### src/rtl/riscv_pipe_pkg.sv
// Shared pipeline types: datapath widths, control-bundle field map and the ID/EX payload.
// The optional MEM-stage operand forward (ID_EX_FWD_MEM_EN) uses fwd_hit() below.
package riscv_pipe_pkg;

   localparam int XLEN       = 32;
   localparam int REG_ADDR_W = 5;
   localparam int CTRL_W     = 16;

   // Control bundle field map; the ID/EX register carries it through untouched.
   localparam int CTRL_ALU_OP_LSB    = 0;
   localparam int CTRL_ALU_OP_W      = 4;
   localparam int CTRL_ALU_SRC_BIT   = 4;
   localparam int CTRL_MEM_WRITE_BIT = 5;
   localparam int CTRL_REG_WRITE_BIT = 6;
   localparam int CTRL_BRANCH_BIT    = 7;
   localparam int CTRL_JUMP_BIT      = 8;
   localparam int CTRL_MEM_SIZE_LSB  = 9;
   localparam int CTRL_MEM_SIZE_W    = 3;
   localparam int CTRL_MEM_UNS_BIT   = 12;

   typedef logic [REG_ADDR_W-1:0] reg_addr_t;
   typedef logic [XLEN-1:0]       xword_t;

   typedef struct packed {
      xword_t              pc;
      reg_addr_t           rs1;
      reg_addr_t           rs2;
      reg_addr_t           rd;
      xword_t              op1;
      xword_t              op2;
      xword_t              imm;
      logic                mem_read;
      logic [CTRL_W-1:0]   ctrl;
   } id_ex_payload_t;

   // x0 is hard-wired zero, so a forward targeting it is never a real hit.
   function automatic logic fwd_hit(input logic valid, input reg_addr_t fwd_rd,
                                    input reg_addr_t rs);
      return valid && (fwd_rd != '0) && (fwd_rd == rs);
   endfunction

endpackage

### src/rtl/id_ex_stage_if.sv
// ID -> ID/EX -> EX signal bundle. The stage uses the slave view; the driving
// environment (ID producer plus EX consumer) uses the master view.
interface id_ex_stage_if;
   import riscv_pipe_pkg::*;

   // Handshake: id side transfers on an edge where id_valid && id_ready; the EX slot
   // is consumed on an edge where ex_valid && ex_ready. A valid slot and its payload
   // hold steady until consumed (or flushed); ex_ready may depend on nothing here.
   logic              id_valid;
   logic              id_ready;
   xword_t            id_pc;
   reg_addr_t         id_rs1;
   reg_addr_t         id_rs2;
   reg_addr_t         id_rd;
   logic              id_uses_rs1;
   logic              id_uses_rs2;
   xword_t            id_rdata1;
   xword_t            id_rdata2;
   xword_t            id_imm;
   logic              id_mem_read;
   logic [CTRL_W-1:0] id_ctrl;

   logic              ex_ready;
   logic              ex_valid;
   xword_t            ex_pc;
   reg_addr_t         ex_rs1;
   reg_addr_t         ex_rs2;
   reg_addr_t         ex_rd;
   xword_t            ex_op1;
   xword_t            ex_op2;
   xword_t            ex_imm;
   logic              ex_mem_read;
   logic [CTRL_W-1:0] ex_ctrl;

   modport slave (
      input  id_valid, id_pc, id_rs1, id_rs2, id_rd, id_uses_rs1, id_uses_rs2,
             id_rdata1, id_rdata2, id_imm, id_mem_read, id_ctrl, ex_ready,
      output id_ready, ex_valid, ex_pc, ex_rs1, ex_rs2, ex_rd, ex_op1, ex_op2,
             ex_imm, ex_mem_read, ex_ctrl
   );

   modport master (
      output id_valid, id_pc, id_rs1, id_rs2, id_rd, id_uses_rs1, id_uses_rs2,
             id_rdata1, id_rdata2, id_imm, id_mem_read, id_ctrl, ex_ready,
      input  id_ready, ex_valid, ex_pc, ex_rs1, ex_rs2, ex_rd, ex_op1, ex_op2,
             ex_imm, ex_mem_read, ex_ctrl
   );

endinterface

### src/rtl/id_ex_hazard_detect.sv
// Load-use hazard compare: ID source registers against a load sitting in EX.
module id_ex_hazard_detect
   import riscv_pipe_pkg::*;
(
   input  logic      id_valid,
   input  reg_addr_t id_rs1,
   input  reg_addr_t id_rs2,
   input  logic      id_uses_rs1,
   input  logic      id_uses_rs2,
   input  logic      ex_valid,
   input  logic      ex_mem_read,
   input  reg_addr_t ex_rd,
   output logic      hazard
);

   logic rs1_hit;
   logic rs2_hit;

   assign rs1_hit = id_uses_rs1 && (id_rs1 == ex_rd);
   assign rs2_hit = id_uses_rs2 && (id_rs2 == ex_rd);

   // A load to x0 writes nothing, so it can never create a dependency.
   assign hazard = id_valid && ex_valid && ex_mem_read && (ex_rd != '0) &&
                   (rs1_hit || rs2_hit);

endmodule

### src/rtl/id_ex_stage.sv
// ID/EX pipeline register with load-use bubble insertion and saturating perf counters.
// Define ID_EX_FWD_MEM_EN to add the MEM-stage operand forward at capture.
module id_ex_stage
   import riscv_pipe_pkg::*;
#(
   parameter int CNT_W = 16
) (
   input  logic             clk,
   input  logic             reset_n,
   id_ex_stage_if.slave     bus,
   input  logic             flush,
   output logic             hazard_stall,
   output logic [CNT_W-1:0] bubble_cnt,
   output logic [CNT_W-1:0] stall_cnt
`ifdef ID_EX_FWD_MEM_EN
   ,
   input  logic             mem_fwd_valid,
   input  reg_addr_t        mem_fwd_rd,
   input  xword_t           mem_fwd_data
`endif
);

   localparam logic [CNT_W-1:0] CNT_MAX = '1;

   id_ex_payload_t ex_q;
   id_ex_payload_t cap;
   logic           ex_valid_q;
   logic           adv;
   logic           hazard;

   assign adv = !ex_valid_q || bus.ex_ready;

   id_ex_hazard_detect u_hazard (
      .id_valid    (bus.id_valid),
      .id_rs1      (bus.id_rs1),
      .id_rs2      (bus.id_rs2),
      .id_uses_rs1 (bus.id_uses_rs1),
      .id_uses_rs2 (bus.id_uses_rs2),
      .ex_valid    (ex_valid_q),
      .ex_mem_read (ex_q.mem_read),
      .ex_rd       (ex_q.rd),
      .hazard      (hazard)
   );

   // A flush consumes the ID instruction regardless of any hazard.
   assign hazard_stall = hazard && !flush;
   assign bus.id_ready = flush || (adv && !hazard);

   always_comb begin
      cap          = '0;
      cap.pc       = bus.id_pc;
      cap.rs1      = bus.id_rs1;
      cap.rs2      = bus.id_rs2;
      cap.rd       = bus.id_rd;
      cap.op1      = bus.id_rdata1;
      cap.op2      = bus.id_rdata2;
      cap.imm      = bus.id_imm;
      cap.mem_read = bus.id_mem_read;
      cap.ctrl     = bus.id_ctrl;
`ifdef ID_EX_FWD_MEM_EN
      if (fwd_hit(mem_fwd_valid, mem_fwd_rd, bus.id_rs1)) cap.op1 = mem_fwd_data;
      if (fwd_hit(mem_fwd_valid, mem_fwd_rd, bus.id_rs2)) cap.op2 = mem_fwd_data;
`endif
   end

   always_ff @(posedge clk) begin
      if (!reset_n) begin
         ex_valid_q <= 1'b0;
         ex_q       <= '0;
      end else if (flush) begin
         ex_valid_q <= 1'b0;
         ex_q       <= '0;
      end else if (adv) begin
         if (bus.id_valid && !hazard) begin
            ex_valid_q <= 1'b1;
            ex_q       <= cap;
         end else begin
            // Empty slot: either nothing offered or a load-use bubble.
            ex_valid_q <= 1'b0;
            ex_q       <= '0;
         end
      end
   end

   always_ff @(posedge clk) begin
      if (!reset_n) begin
         bubble_cnt <= '0;
         stall_cnt  <= '0;
      end else begin
         if (!flush && adv && hazard && (bubble_cnt != CNT_MAX))
            bubble_cnt <= bubble_cnt + CNT_W'(1);
         if (ex_valid_q && !bus.ex_ready && (stall_cnt != CNT_MAX))
            stall_cnt <= stall_cnt + CNT_W'(1);
      end
   end

   assign bus.ex_valid    = ex_valid_q;
   assign bus.ex_pc       = ex_q.pc;
   assign bus.ex_rs1      = ex_q.rs1;
   assign bus.ex_rs2      = ex_q.rs2;
   assign bus.ex_rd       = ex_q.rd;
   assign bus.ex_op1      = ex_q.op1;
   assign bus.ex_op2      = ex_q.op2;
   assign bus.ex_imm      = ex_q.imm;
   assign bus.ex_mem_read = ex_q.mem_read;
   assign bus.ex_ctrl     = ex_q.ctrl;

endmodule

### src/flat_wrapper.sv
// flat-port wrapper written by rule: the top's interface ports become plain ports
module id_ex_stage_flat import riscv_pipe_pkg::*;
#(
   parameter int CNT_W = 16
)
  (clk, reset_n, flush, hazard_stall, bubble_cnt, stall_cnt, bus_id_valid, bus_id_pc, bus_id_rs1, bus_id_rs2, bus_id_rd, bus_id_uses_rs1, bus_id_uses_rs2, bus_id_rdata1, bus_id_rdata2, bus_id_imm, bus_id_mem_read, bus_id_ctrl, bus_ex_ready, bus_id_ready, bus_ex_valid, bus_ex_pc, bus_ex_rs1, bus_ex_rs2, bus_ex_rd, bus_ex_op1, bus_ex_op2, bus_ex_imm, bus_ex_mem_read, bus_ex_ctrl);
  id_ex_stage_if bus_i ();
  input  logic clk;
  input  logic reset_n;
  input  logic flush;
  output logic hazard_stall;
  output logic [CNT_W-1:0] bubble_cnt;
  output logic [CNT_W-1:0] stall_cnt;
  input wire logic [$bits(bus_i.id_valid)-1:0] bus_id_valid;
  input wire logic [$bits(bus_i.id_pc)-1:0] bus_id_pc;
  input wire logic [$bits(bus_i.id_rs1)-1:0] bus_id_rs1;
  input wire logic [$bits(bus_i.id_rs2)-1:0] bus_id_rs2;
  input wire logic [$bits(bus_i.id_rd)-1:0] bus_id_rd;
  input wire logic [$bits(bus_i.id_uses_rs1)-1:0] bus_id_uses_rs1;
  input wire logic [$bits(bus_i.id_uses_rs2)-1:0] bus_id_uses_rs2;
  input wire logic [$bits(bus_i.id_rdata1)-1:0] bus_id_rdata1;
  input wire logic [$bits(bus_i.id_rdata2)-1:0] bus_id_rdata2;
  input wire logic [$bits(bus_i.id_imm)-1:0] bus_id_imm;
  input wire logic [$bits(bus_i.id_mem_read)-1:0] bus_id_mem_read;
  input wire logic [$bits(bus_i.id_ctrl)-1:0] bus_id_ctrl;
  input wire logic [$bits(bus_i.ex_ready)-1:0] bus_ex_ready;
  output wire logic [$bits(bus_i.id_ready)-1:0] bus_id_ready;
  output wire logic [$bits(bus_i.ex_valid)-1:0] bus_ex_valid;
  output wire logic [$bits(bus_i.ex_pc)-1:0] bus_ex_pc;
  output wire logic [$bits(bus_i.ex_rs1)-1:0] bus_ex_rs1;
  output wire logic [$bits(bus_i.ex_rs2)-1:0] bus_ex_rs2;
  output wire logic [$bits(bus_i.ex_rd)-1:0] bus_ex_rd;
  output wire logic [$bits(bus_i.ex_op1)-1:0] bus_ex_op1;
  output wire logic [$bits(bus_i.ex_op2)-1:0] bus_ex_op2;
  output wire logic [$bits(bus_i.ex_imm)-1:0] bus_ex_imm;
  output wire logic [$bits(bus_i.ex_mem_read)-1:0] bus_ex_mem_read;
  output wire logic [$bits(bus_i.ex_ctrl)-1:0] bus_ex_ctrl;
  assign bus_i.id_valid = bus_id_valid;
  assign bus_i.id_pc = bus_id_pc;
  assign bus_i.id_rs1 = bus_id_rs1;
  assign bus_i.id_rs2 = bus_id_rs2;
  assign bus_i.id_rd = bus_id_rd;
  assign bus_i.id_uses_rs1 = bus_id_uses_rs1;
  assign bus_i.id_uses_rs2 = bus_id_uses_rs2;
  assign bus_i.id_rdata1 = bus_id_rdata1;
  assign bus_i.id_rdata2 = bus_id_rdata2;
  assign bus_i.id_imm = bus_id_imm;
  assign bus_i.id_mem_read = bus_id_mem_read;
  assign bus_i.id_ctrl = bus_id_ctrl;
  assign bus_i.ex_ready = bus_ex_ready;
  assign bus_id_ready = bus_i.id_ready;
  assign bus_ex_valid = bus_i.ex_valid;
  assign bus_ex_pc = bus_i.ex_pc;
  assign bus_ex_rs1 = bus_i.ex_rs1;
  assign bus_ex_rs2 = bus_i.ex_rs2;
  assign bus_ex_rd = bus_i.ex_rd;
  assign bus_ex_op1 = bus_i.ex_op1;
  assign bus_ex_op2 = bus_i.ex_op2;
  assign bus_ex_imm = bus_i.ex_imm;
  assign bus_ex_mem_read = bus_i.ex_mem_read;
  assign bus_ex_ctrl = bus_i.ex_ctrl;
  id_ex_stage #(.CNT_W(CNT_W)) u_core (.clk(clk), .reset_n(reset_n), .bus(bus_i), .flush(flush), .hazard_stall(hazard_stall), .bubble_cnt(bubble_cnt), .stall_cnt(stall_cnt));
endmodule
### config.mk
export PLATFORM = sky130hd
export DESIGN_NAME = id_ex_stage_flat
export DESIGN_NICKNAME = d
export VERILOG_FILES = /design/src/rtl/riscv_pipe_pkg.sv /design/src/rtl/id_ex_stage_if.sv /design/src/rtl/id_ex_hazard_detect.sv /design/src/rtl/id_ex_stage.sv /design/src/flat_wrapper.sv
export SDC_FILE = /design/constraint.sdc
export NUM_CORES = 1
export LEC_CHECK = 0
export BUFFER_PORTS_ARGS = -buffer_cell sky130_fd_sc_hd__buf_2
export CAP_MARGIN = 20
export CORE_AREA = 2 2 141 143
export DETAILED_ROUTE_END_ITERATION = 6
export DIE_AREA = 0 0 143 145
export GPL_ROUTABILITY_DRIVEN = 0
export PLACE_DENSITY = 0.74
export SETUP_SLACK_MARGIN = 0.15
export SYNTH_ARGS = -nofsm -noshare
export SYNTH_HDL_FRONTEND = slang
export SYNTH_SLANG_ARGS = --single-unit
### constraint.sdc
create_clock -name clk -period 1.7 [get_ports clk]
set_input_delay 0.34 -clock clk [delete_from_list [all_inputs] [get_ports clk]]
set_output_delay 0.34 -clock clk [all_outputs]
set_load 0.01 [all_outputs]
# --- After elaboration in Yosys (flattened, before gate mapping) ---
# Cells that the tools add are included.
word_totals:
  regBits: 193
  input_bits: 167
  out_inout_bits: 195
  wordCells: 44
classes:
  n_addsub: 2
  n_eq_ne: 4
  muxes: 2
  bitwise: 1
  reduce_logical: 23
op_table:
  columns: ["cell", "count"]
  rows:
  - ["160-bit 2-to-1 mux", 1]
  - ["16-bit by 1-bit adder with 16-bit output (second input constant)", 2]
  - ["16-bit != test (second input constant)", 2]
  - ["1-bit logical AND", 14]
  - ["5-bit equality test", 2]
  - ["5-bit nonzero test", 1]
  - ["1-bit zero test", 4]
  - ["1-bit logical OR", 3]
  - ["2-bit OR reduction", 1]
  - ["1-bit 2-to-1 mux", 1]
  - ["1-bit inverter", 1]

# --- Depth between registers and ports, before layout ---
# Gate-level depths: netlist of run 1.
depth:
  ltp_word: 7
  depth_mapped: 9
  depth_no_buf: 6

# --- By module ---
# From an unflattened synthesis of run 1, not the netlist that was laid out.
unflattened:
  hier_cells: 752
  area_unflattened_um2: 7183.1
by_module_without_submodules:
  columns: ["mod", "n_inst", "cells_each", "area_each_um2", "seq_area_each_um2"]
  rows:
  - ["id_ex_stage", 1, 735, 7051.8, 3863.7]
  - ["id_ex_hazard_detect", 1, 17, 131.4, 0.0]

# --- Worst setup path after synthesis of run 1 ---
# Ideal clock, no wire load.
synth_timing:
  path_type: "reg-to-reg"
  start: "reg u_core.ex_q (netlist bit u_core.bus.ex_rd[0])"
  end: "reg u_core.ex_q (netlist bit u_core.bus.ex_ctrl[0])"
  setup_time_ns: 0.117
  arrival_ns: 1.861
  required_time_ns: 1.583
  path_slack_ns: -0.278
  path_stages_with_launch: 10
  n_path_buf: 4
  period_less_slack_ns: 1.978
  cell_sequence: "dfxtp_1 -> buf_2 -> xnor2_1 -> nand4_1 -> o22a_1 -> o2111a_1 -> buf_4 -> buf_8 -> buf_8 -> a22o_1"
synth_between:
  elab_chain_cells: 7
  word_cells_on_any_way: 11
  cone_classes: "eq/ne: 2; mux: 1; reduce/logical: 8"
synth_lines:
  columns: ["element", "line", "rtl"]
  rows:
  - ["start: declaration", "id_ex_stage.sv:25", "id_ex_payload_t ex_q;"]
  - ["start signal: assignment", "id_ex_stage.sv:76", "ex_q <= cap;"]
  - ["5-bit equality test (on tied branches)", "id_ex_hazard_detect.sv:19, id_ex_hazard_detect.sv:20", null]
  - ["1-bit logical AND (on tied branches)", "id_ex_hazard_detect.sv:19, id_ex_hazard_detect.sv:20", null]
  - ["1-bit logical OR", "id_ex_hazard_detect.sv:24", "(rs1_hit || rs2_hit);"]
  - ["1-bit logical AND *", "id_ex_hazard_detect.sv:23", "assign hazard = id_valid && ex_valid && ex_mem_read && (ex_rd != '0) &&"]
  - ["1-bit zero test *", "id_ex_stage.sv:74", "if (bus.id_valid && !hazard) begin"]
  - ["1-bit logical AND *", "id_ex_stage.sv:74", null]
  - ["160-bit 2-to-1 mux *", "id_ex_stage.sv:74", null]
# Mark *: on every way between the ends. The rest lies on a longest branch, timed or not.
# A chain may end at the register's enable or synchronous reset.

# --- Worst setup path in the final report of run 1 ---
layout_timing:
  start: "reg u_core.ex_q (netlist bit u_core.bus.ex_rd[4])"
  end: "reg u_core.ex_q (netlist bit u_core.bus.ex_ctrl[14])"
# Same word-level chain as after synthesis.

==> summary.txt, run 1 <==
Outcome
  – Status: finished with violations
  – Violated checks: setup timing

STA
  – TNS Setup: -71.15 ns
  – Relative slew slack: 0.716
  – Crit share post-route: 1.29
  – Final slew viol count: 0
  – Setup Skew: 0.0166 ns
  – Worst Tran Pin Value: ~0.42 ns
  – Tmin final: 2.20 ns
  – Min Hold Slack: 0.115 ns
  – Endpoints failing setup: 181
  – Setup ws final: -0.499 ns
  – Max Clock Freq: around 0.45 GHz
  – Hold Vio Cnt, Final: 0
  – RSZ-0062 raised after global routing: yes

Global route
  – Grt met1 use: 0.257
  – GRT Residual Overflow: 0
  – Total track usage: 0.219
  – Global route hottest layer: met2
  – First-pass GRT wire length: 35,800 um
  – Vias in the first global route: around 6,800
  – GR Util met2: 0.377
  – Largest net degree at the start of global routing: 70
  – Global-route met3 utilization: 0.0531
  – Initial antenna violation count: 3

Layout
  – Util after Layout: 0.595
  – # fillers: 1,539
  – Non-filler cells, final: 1,328
  – Synth-to-Final Area Change: 69.0%
  – Register Area: 0.00390 sq mm
  – Nets: roughly 1,200
  – Share of layout cells above drive strength 1: 0.561
  – Multi-input gate area: approximately 0.003 sq mm

Synthesis
  – Top cells by count, synth: 193 x dfxtp_1, 160 x a22o_1, 24 x xnor2_1, 23 x clkbuf_1, 22 x nand2_1
  – Sequential fraction of the synthesis area: 0.572
  – Yosys warns: 0
  – Seq cells post-synth: 193
  – Most frequent cell after synthesis: dfxtp_1
  – Ys async rst share: 0
  – Post-Syn Nets: 750
  – Post-synth EDFFs: 0
  – Synth area leader: dfxtp_1
  – Post-Syn Area: 0.00676 sq mm
  – Main synth FF type: dfxtp_1
  – Area share of the largest cell type after synthesis: 0.572
  – Mean Syn Cell Area: 11.6 sq um
  – Post-synthesis cell count: 581
  – Synth cell types: 42
  – Synth top area cells: dfxtp_1 57%, a22o_1 21%, xnor2_1 3.1%

Clock network
  – CTS clk-pin slew, worst paths: 0.08 ns
  – Max Root-Sink Buffers: 2
  – H-tree level count: 4
  – Hold bufs inserted after CTS: 0
  – TritonCTS buffer count: 17
  – Sink Count: 193
  – Root buf cell: clkbuf_16
  – Worst-Skew Late Latency: 0.43 ns
  – CTS tree: yes

Power
  – Cell Pwr Density: 835 mW/mm^2
  – Worst IR Drop VDD: 0.000625 V
  – Pleak: 5.41 nW

Placement
  – HPWL after detailed placement: around 15,000 um
  – Placed insts: approximately 1,200
  – IO buf count: 361
  – Pre-CTS setup slack: -0.323 ns

Floorplan
  – I/O pins: 362
  – DIE HEIGHT: 145 um
  – Cell row count: 51
  – Core area: approximately 0.019 sq mm
  – Initial Utilization: 0.352
  – Die ar.: between 0.02 and 0.025 sq mm
  – Die width: 143 um

Route
  – DRC Markers: 0
  – Wire per inst: approximately 19 um
  – First-pass iteration count of the detailed router: 4
  – Via density: 5.11
  – Iteration-0 DRC Markers: 303
  – Detailed-route via count: 6,787
  – Drt total wl: approximately 25,000 um
  – ANT nets after route: 0

Worst setup path
  – Crit path max-delay cell type: or4_4
  – Most frequent CP cell: buf_12
  – Critical path's top delay family: buffers and inverters
  – Req. time, crit path: 2.07 ns
  – Setup crit end kind: flop
  – Critical path type: reg2reg
  – Critical-path cell list: or4_4 -> buf_4 -> o21ai_4 -> o2111a_4 -> buf_12 -> buf_8 -> buf_12 -> clkbuf_16 -> a22o_1
  – Worst path arrival time: 2.57 ns
  – WP buf/inv: 5
  – Startpoint Class: flop
  – R2R cell count: 9
  – Crit path max fanout: 5
  – Instance count on the critical path: 9
  – Slowest Stage Delay on Critical Path: approximately 0.55 ns

Hold path
  – Hold Path Class: in2reg
  – WHS Path Cells: 2

Flow run
  – MaxCap Viol Count: 0
==> placed cells by master, fill, tap and decap left out, types with 4 or more instances in the layout <==
master / count
bufbuf_16: 4
nor4_4: 6
nand3_1: 7
a21oi_2: 4
dfxtp_2: 12
xnor2_2: 5
dfxtp_4: 6
dfxtp_1: 175
nand2_1: 19
nor3_4: 4
nor4_2: 6
nand4_1: 13
buf_12: 17
o41ai_1: 4
a22o_1: 160
buf_8: 5
xnor2_1: 18
inv_6: 5
clkbuf_16: 26
nor2_1: 18
buf_2: 361
buf_4: 66
mux2i_1: 9
buf_6: 16
buf_16: 13
nand2b_1: 13
==> state kept, by name, indices dropped and copies added, names as in the netlist, 5 cells and up <==
register,cells
u_core.bus.ex_imm,32
u_core.bus.ex_op1,32
u_core.bus.ex_op2,32
u_core.bus.ex_pc,32
u_core.bubble_cnt,16
u_core.bus.ex_ctrl,16
u_core.stall_cnt,16
u_core.bus.ex_rd,5
u_core.bus.ex_rs1,5
u_core.bus.ex_rs2,5
==> report_power, final <==
group	switching, mW	internal, mW
sequential	0.0635	4.62
clock	1.95	1.96
combinational	0.404	0.540
==> path summary, 6_finish.rpt <==
kind | end | from | slack [ns]
worst max-delay path | u_core.bus.ex_ctrl[14] | u_core.bus.ex_rd[4] | -0.50
worst max register to register | u_core.bus.ex_ctrl[14] | u_core.bus.ex_rd[4] | -0.50
worst min-delay path | u_core.bus.ex_imm[7] | bus_id_imm[7] | 0.11
worst min register to register | u_core.bus.ex_pc[3] | u_core.bus.ex_pc[3] | 0.48
==> cells by family (layout without fill, tap and decap cells) <==
family | Yosys count | after routing | synth area share
flops | 193 | 193 | 0.572
compound gates | 186 | 186 | 0.235
simple gates | 120 | 120 | 0.0987
buf+inv | 47 | 527 | 0.0465
xor+xnor | 24 | 24 | 0.0311
mux | 9 | 9 | 0.0133
fa+ha+maj | 2 | 2 | 0.00370
other cells | 0 | 2 | 0
==> area by class of cell <==
cell class | instances | share of cell area
Tap cell | 265 | 0.0290
Sequential cell | 193 | 0.342
Clock inverter | 14 | 0.0124
Multi-Input combinational cell | 341 | 0.261
Clock buffer | 18 | 0.0376
Antenna cell | 2 | 0.000438
Timing Repair Buffer | 491 | 0.316
Inverter | 4 | 0.00131
==> routing by layer <==
layer	vias up	part of all wire
met2	303	0.51
met1	3264	0.40
met4	2	0.028
met5	-	0.00045
met3	52	0.066
li1	3166	-
==> per-stage QoR <==
step / instance area, sq um / total power, mW
2_1_floorplan: 6900 / 5.07
3_3_place_gp: 9370 / 5.44
3_5_place_dp: 9370 / 5.45
4_1_cts: 10900 / 9.52
5_1_grt: 11400 / 9.88
6_report: 11400 / 9.54
==> worst register-to-register path, cell delays in order, from the launching register on <==
cell and delay (ns):
dfxtp_4 0.38, or4_4 0.55, buf_4 0.16, o21ai_4 0.14, o2111a_4 0.29, buf_12 0.13, buf_8 0.11, buf_12 0.13
clkbuf_16 0.15, a22o_1 0.11
==> timing repair <==
action	4_1_cts	5_1_grt
pin swaps	13	28
cloned	16	10
endpoints found under the setup margin	192	195
resized for setup	62	50
setup buffers	25	7
No activity file was read; power rests on OpenSTA's default activity.
==> run 2: changes to the inputs <==
Settings changed: REMOVE_ABC_BUFFERS set to 1.
==> run 2 against run 1 <==
The run still ends with setup timing left. Cell count decreased by 0.53%. Maximum frequency fell by 2.3%. Cell area down 0.33%. Largest cell class unchanged. Critical endpoint is now bus_id_ready. Core utilization fell by 0.20 points.
==> summary.txt, run 2 (synthesis gave the netlist of run 1 again) <==
Outcome
  – Status: finished with violations
  – Violated checks: setup timing

Hold path
  – End of the worst hold path: u_core.bus.ex_imm[1]
  – Hold Path Class: in2reg
  – Hold Path Origin: bus_id_imm[1]
  – WHS Path Cells: 2 (unchanged)

Worst setup path
  – Slowest Stage Delay on Critical Path: 0.44 ns (-0.11 ns)
  – Critical-path cell list: buf_6 -> or4_4 -> o21a_1 -> nand2_2 -> a21o_1 -> buf_2
  – Worst r2r src: u_core.bus.ex_rd[4]
  – Worst path arrival time: 1.91 ns (-0.66 ns)
  – Critical path type: reg2out
  – R2R cell count: 8 (-1)
  – Req. time, crit path: 1.36 ns (-0.71 ns)
  – Critical R2R Capture: u_core.bus.ex_op1[9]
  – Startpoint Class: flop
  – Flop-to-flop setup slack: -0.54 ns (-0.04 ns)
  – Crit path max-delay cell type: or4_4
  – Setup crit end kind: output port
  – Crit path max fanout: 3 (-2)

STA
  – Crit share post-route: 1.32 (+0.0308)
  – RSZ-0062 raised after global routing: yes
  – Worst Tran Pin Value: 0.332 ns (-0.0875 ns)
  – Tmin final: 2.25 ns (+0.0524 ns)
  – Relative slew slack: 0.777 (+0.0603)
  – TNS Setup: -73.41 ns (-2.26 ns)
  – Setup ws final: -0.552 ns (-0.0524 ns)
  – Setup Skew: 0.0200 ns (+0.00343 ns)
  – Endpoints failing setup: 193 (+6.6%)
  – Final slew viol count: 0 (unchanged)
  – Max Clock Freq: 0.444 GHz (-2.3%)
  – Hold Vio Cnt, Final: 0 (unchanged)

Route
  – Detailed-route via count: 6,764 (-0.34%)
  – Via density: 5.12 (+0.19%)
  – Iteration-0 DRC Markers: 299 (-1.3%)
  – First-pass iteration count of the detailed router: 6 (+2)
  – DRC Markers: 0 (unchanged)
  – ANT nets after route: 0 (unchanged)
  – Drt total wl: 25,700 um (+4.4%)
  – Wire per inst: 19.5 um (+4.9%)

Floorplan
  – Core area: 0.0192 sq mm (unchanged)
  – Die width: 143 um (unchanged)
  – Die ar.: 0.0207 sq mm (unchanged)
  – Initial Utilization: 0.352 (unchanged)
  – I/O pins: 362 (unchanged)
  – Cell row count: 51 (unchanged)
  – DIE HEIGHT: 145 um (unchanged)

Flow run
  – MaxCap Viol Count: 0 (unchanged)

Global route
  – Initial antenna violation count: 6 (+3)
  – Largest net degree at the start of global routing: 45 (-36%)
  – Vias in the first global route: 6,769 (-1.1%)
  – GRT Residual Overflow: 0 (unchanged)
  – First-pass GRT wire length: 38,200 um (+6.6%)
  – Total track usage: 0.238 (+0.0192)

Power
  – Clk pwr share: 0.413 (+0.003)
  – Pleak: 5.39 nW (-0.33%)
  – Sw frac: 0.257 (+0.00332)
  – Cell Pwr Density: 843 mW/mm^2 (+0.91%)
  – P_int: 7.13 mW (+0.13%)
  – Comb power frac: 0.098 (about the same)
  – Sequential Power Share: 0.488 (-0.003)
  – Psw: 2.46 mW (+1.9%)
  – Tot Pwr: 9.59 mW (+0.58%)
  – Worst IR Drop VDD: 0.000583 V (-6.8%)

Clock network
  – Max Root-Sink Buffers: 2 (unchanged)
  – Root buf cell: clkbuf_16
  – TritonCTS buffer count: 17 (unchanged)
  – Sink Count: 193 (unchanged)
  – Worst-Skew Late Latency: 0.43 ns (about the same)
  – CTS tree: yes
  – CTS clk-pin slew, worst paths: 0.08 ns (about the same)
  – H-tree level count: 4 (unchanged)

Layout
  – Multi-input gate area: 0.00306 sq mm (+2.4%)
  – Register Area: 0.00388 sq mm (-0.42%)
  – Nets: 1,208 (-0.74%)
  – # fillers: 1,553 (+0.91%)
  – Synth-to-Final Area Change: 68.4%
  – Most common cell after layout, fill and taps aside: buf_2
  – Share of layout cells above drive strength 1: 0.553 (-0.00798)
  – Commonest non-fill, non-tap cells in the layout: 361 x buf_2, 182 x dfxtp_1, 160 x a22o_1

Placement
  – HPWL after detailed placement: 15,800 um (+3.6%)
  – IO buf count: 361 (unchanged)
  – Pre-CTS setup slack: -0.286 ns (+0.0372 ns)
==> run 2: area by class of cell <==
cell class / count / area share
repair buffers: 480 / 0.307
inverters: 4 / 0.00132
well taps: 265 / 0.0291
multi-input cells: 343 / 0.269
flip-flops and latches: 193 / 0.341
clock inverters: 14 / 0.0142
clock buffers: 17 / 0.0374
diodes: 5 / 0.00110
==> run 2: routing by layer <==
metal,vias up,GRT usage,share of wire
met3,42,0.0644,0.069
met2,299,0.421,0.51
met1,3260,0.278,0.39
li1,3163,-,-
met5,-,0,0
met4,0,0.0718,0.021
==> run 2: how the worst max path moves through the flow <==
stage	start	end	slack [ns]
2_1_floorplan	u_core.bus.ex_valid	u_core.bus.ex_ctrl[0]	-4.48
3_3_place_gp	bus_id_rs2[0]	u_core.bubble_cnt[8]	-0.29
3_5_place_dp	bus_id_rs2[0]	u_core.bus.ex_pc[11]	-0.29
4_1_cts	u_core.bus.ex_rd[4]	bus_id_ready	-0.55
5_1_grt	u_core.bus.ex_rd[4]	bus_id_ready	-0.64
6_report	u_core.bus.ex_rd[4]	bus_id_ready	-0.55
==> run 2: metrics by stage <==
stage          hold WS [ns]  instances  area, sq um   util
2_1_floorplan         0.462        538         6460      -
3_3_place_gp          0.456       1228         9210  0.479
3_5_place_dp          0.458       1228         9210  0.479
4_1_cts              0.0961       1306        11000  0.575
5_1_grt              0.0888       1321        11400  0.593
6_report              0.109       1321        11400  0.593
==> run 2: critical path: cells and delay by family, from the launching register on <==
| kind | cells | cell delay, ns |
|---|---|---|
| buf+inv | 2 | 0.24 |
| compound gates | 2 | 0.35 |
| simple gates | 2 | 0.52 |
| flops | 1 | 0.37 |
==> run 2: power by group through the flow <==
stage / clock, mW / combinational [mW] / sequential (mW)
global placement: 0 / 0.647 / 4.79
global route: 4.23 / 1.00 / 4.70
CTS: 4.03 / 0.912 / 4.68
floorplan: 0 / 0.192 / 4.84
finish: 3.96 / 0.943 / 4.68
detailed placement: 0 / 0.660 / 4.79
==> run 2: repair_timing <==
| action | CTS | global route |
|---|---|---|
| cloned | 26 | 1 |
| resized for setup | 85 | 53 |
| pin swaps | 27 | 29 |
| hold buffers | 0 | 0 |
| endpoints found under the setup margin | 193 | 195 |
| buffers inserted | 21 | 9 |
==> run 3: changes to the inputs <==
Settings changed: CELL_PAD_IN_SITES_DETAIL_PLACEMENT set to 1, CELL_PAD_IN_SITES_GLOBAL_PLACEMENT set to 1, CORE_AREA 2 2 141 143 to unset, CORE_ASPECT_RATIO set to 0.9, CORE_MARGIN set to 2, CORE_UTILIZATION set to 33, DIE_AREA 0 0 143 145 to unset, PLACE_DENSITY 0.74 to 0.86, SLEW_MARGIN set to 0.
Clock period 1.7 ns to 2.5 ns, I/O delays scaled along.
==> run 3 against run 2 <==
The flow now finishes without violations. Critical path depth fell by 1. Core utilization fell by 12 points. Sequential power fell by 32%. Flip-flop and latch count did not move. Count of clock-buffer cells in the layout rose by 1. Clock skew rose by 0.0021 ns. Worst setup slack improved by 0.64 ns. Routed wire length fell by 10%. Cell area fell by 17%. Cell count fell by 8.4%. Combinational power fell by 54%. Largest cell class unchanged.
==> summary.txt, run 3 (synthesis gave the netlist of run 1 again) <==
STA
  – Crit share post-route: 0.963
  – Hold Vio Cnt, Final: 0 (unchanged)
  – Final slew viol count: 0 (unchanged)
  – Max Clock Freq: 0.415 GHz
  – Relative slew slack: 0.626 (-0.151)
  – TNS Setup: 0 ns (+73.41 ns)
  – Tmin final: 2.41 ns
  – Endpoints failing setup: 0 (-100%)
  – Min Hold Slack: 0.272 ns (+0.163 ns)
  – Setup Skew: 0.0222 ns (+0.00210 ns)
  – Worst Tran Pin Value: 0.557 ns (+0.224 ns)
  – RSZ-0062 raised after global routing: yes

Clock network
  – CTS clk-pin slew, worst paths: 0.08 ns (about the same)
  – Root buf cell: clkbuf_16
  – Sink Count: 193 (unchanged)
  – CTS tree: yes
  – Hold bufs inserted after CTS: 0 (unchanged)
  – TritonCTS buffer count: 17 (unchanged)
  – H-tree level count: 4 (unchanged)
  – Worst-Skew Late Latency: 0.43 ns (about the same)
  – Max Root-Sink Buffers: 2 (unchanged)

Power
  – Worst IR Drop VDD: 0.000349 V (-40%)
  – Pleak: 4.53 nW (-16%)
  – Tot Pwr: 6.45 mW (-33%)
  – Cell Pwr Density: 679 mW/mm^2 (-19%)

Worst setup path
  – Worst r2r src: u_core.bus.ex_rd[0]
  – Setup crit end kind: output port
  – Req. time, crit path: 2.00 ns (+0.64 ns)
  – Startpoint Class: flop
  – Flop-to-flop setup slack: 0.11 ns (+0.65 ns)
  – Critical path type: reg2out
  – Crit path max fanout: 5 (+2)
  – Worst path arrival time: 1.91 ns (about the same)
  – Critical R2R Capture: u_core.bubble_cnt[8]
  – R2R cell count: 8 (unchanged)

Global route
  – First-pass GRT wire length: 35,300 um (-7.6%)
  – Largest net degree at the start of global routing: 97 (+120%)
  – Total track usage: 0.207 (-0.0309)
  – Vias in the first global route: 6,369 (-5.9%)
  – GRT Residual Overflow: 0 (unchanged)
  – Initial antenna violation count: 5 (-1)

Floorplan
  – Initial Utilization: 0.337 (-0.0148)
  – I/O pins: 362 (unchanged)
  – Die ar.: 0.0216 sq mm (+4.4%)
  – Core area: 0.0200 sq mm (+4.4%)
  – Die width: 155 um (+8.3%)
  – DIE HEIGHT: 140 um (-3.6%)
  – Cell row count: 49 (-3.9%)

Layout
  – Commonest non-fill, non-tap cells in the layout: 361 x buf_2, 189 x dfxtp_1, 160 x a22o_1
  – Synth-to-Final Area Change: 40.5%
  – Multi-input gate area: 0.00263 sq mm (-14%)
  – # fillers: 2,279 (+47%)
  – Final instance area: 0.00950 sq mm (-17%)
  – Register Area: 0.00387 sq mm (-0.29%)
  – Most common cell after layout, fill and taps aside: buf_2
  – Share of layout cells above drive strength 1: 0.449 (-0.103)
  – Util after Layout: 0.474 (-0.119)
  – Nets: 1,106 (-8.4%)

Flow run
  – MaxCap Viol Count: 0 (unchanged)

Hold path
  – WHS Path Cells: 2 (unchanged)
  – End of the worst hold path: u_core.bus.ex_pc[21]
  – Hold Path Class: in2reg
  – Hold Path Origin: bus_id_pc[21]

Route
  – First-pass iteration count of the detailed router: 4 (-2)
  – DRC Markers: 0 (unchanged)
  – Iteration-0 DRC Markers: 312 (+4.3%)
  – ANT nets after route: 0 (unchanged)
  – Via density: 5.11 (-0.25%)
  – Detailed-route via count: 6,180 (-8.6%)
  – Drt total wl: 23,100 um (-10%)
  – Wire per inst: 19.1 um (-2.0%)

Outcome
  – Status: completed

Placement
  – Placed cell area: 0.00878 sq mm (-4.6%)
  – HPWL after detailed placement: 17,100 um (+8.1%)
  – IO buf count: 361 (unchanged)
[run 3: cell count changes in the layout (fill, tap and decap cells not counted), moves of 5 or more]
cell | before | now
a21oi_1 | 2 | 7
a21oi_2 | 5 | 0
buf_12 | 18 | 6
buf_16 | 18 | 0
buf_4 | 60 | 12
buf_6 | 14 | 1
bufbuf_16 | 5 | 0
dfxtp_1 | 182 | 189
dfxtp_2 | 8 | 2
nor3_1 | 1 | 7
nor3_4 | 5 | 0
nor4_1 | 2 | 14
nor4_4 | 8 | 0
[run 3: how the worst max path moves through the flow]
stage / startpoint / to / slack, ns / cells after the start
5_1_grt: u_core.bus.ex_rd[0] / u_core.bubble_cnt[8] / 0.01 / 8
6_report: u_core.bus.ex_rd[4] / bus_id_ready / 0.09 / 5
3_5_place_dp: bus_id_rs2[0] / u_core.bus.ex_op1[19] / 0.15 / 7
3_3_place_gp: bus_id_rs2[0] / u_core.bus.ex_pc[4] / 0.11 / 7
2_1_floorplan: bus_ex_ready / u_core.bus.ex_ctrl[0] / -3.83 / 3
4_1_cts: u_core.bus.ex_rd[2] / bus_id_ready / 0.04 / 5
[run 3: cell type report]
| cell class | instances | area share |
|---|---|---|
| multi-input cells | 341 | 0.277 |
| flip-flops and latches | 193 | 0.408 |
| inverters | 4 | 0.00158 |
| diodes | 5 | 0.00132 |
| well taps | 255 | 0.0336 |
| clock inverters | 14 | 0.0196 |
| clock buffers | 18 | 0.0452 |
| repair buffers | 380 | 0.214 |
[run 3: power by group]
part	total [mW]	switching (mW)	internal, mW
registers	3.19	0.0438	3.14
clock network	2.82	1.36	1.46
logic	0.438	0.219	0.219
[run 3: worst max-delay path, cell delays in order (launching register included)]
cell	delay, ns
dfxtp_4	0.37
or4_4	0.56
o21a_4	0.23
nand2_4	0.06
a21o_1	0.13
buf_2	0.13
[run 3: per-layer routing]
| metal | share of wire | global-route usage |
|---|---|---|
| met5 | 0 | 0 |
| met4 | 0.019 | 0.0614 |
| met3 | 0.076 | 0.0704 |
| met2 | 0.50 | 0.349 |
| met1 | 0.41 | 0.250 |
[run 3: timing repair]
item                                    in CTS  in global routing
endpoints found under the setup margin       2                  2
gates cloned                                 0                  0
gates resized for setup                     10                  4
buffers inserted                             3                  2
pin swaps                                    7                  4
[run 3: metrics by stage]
step           std cells  worst slack [ns]
3_3_place_gp        1168             0.114
6_report            1210            0.0930
5_1_grt             1210            0.0132
4_1_cts             1203            0.0426
2_1_floorplan        538             -3.83
3_5_place_dp        1168             0.148
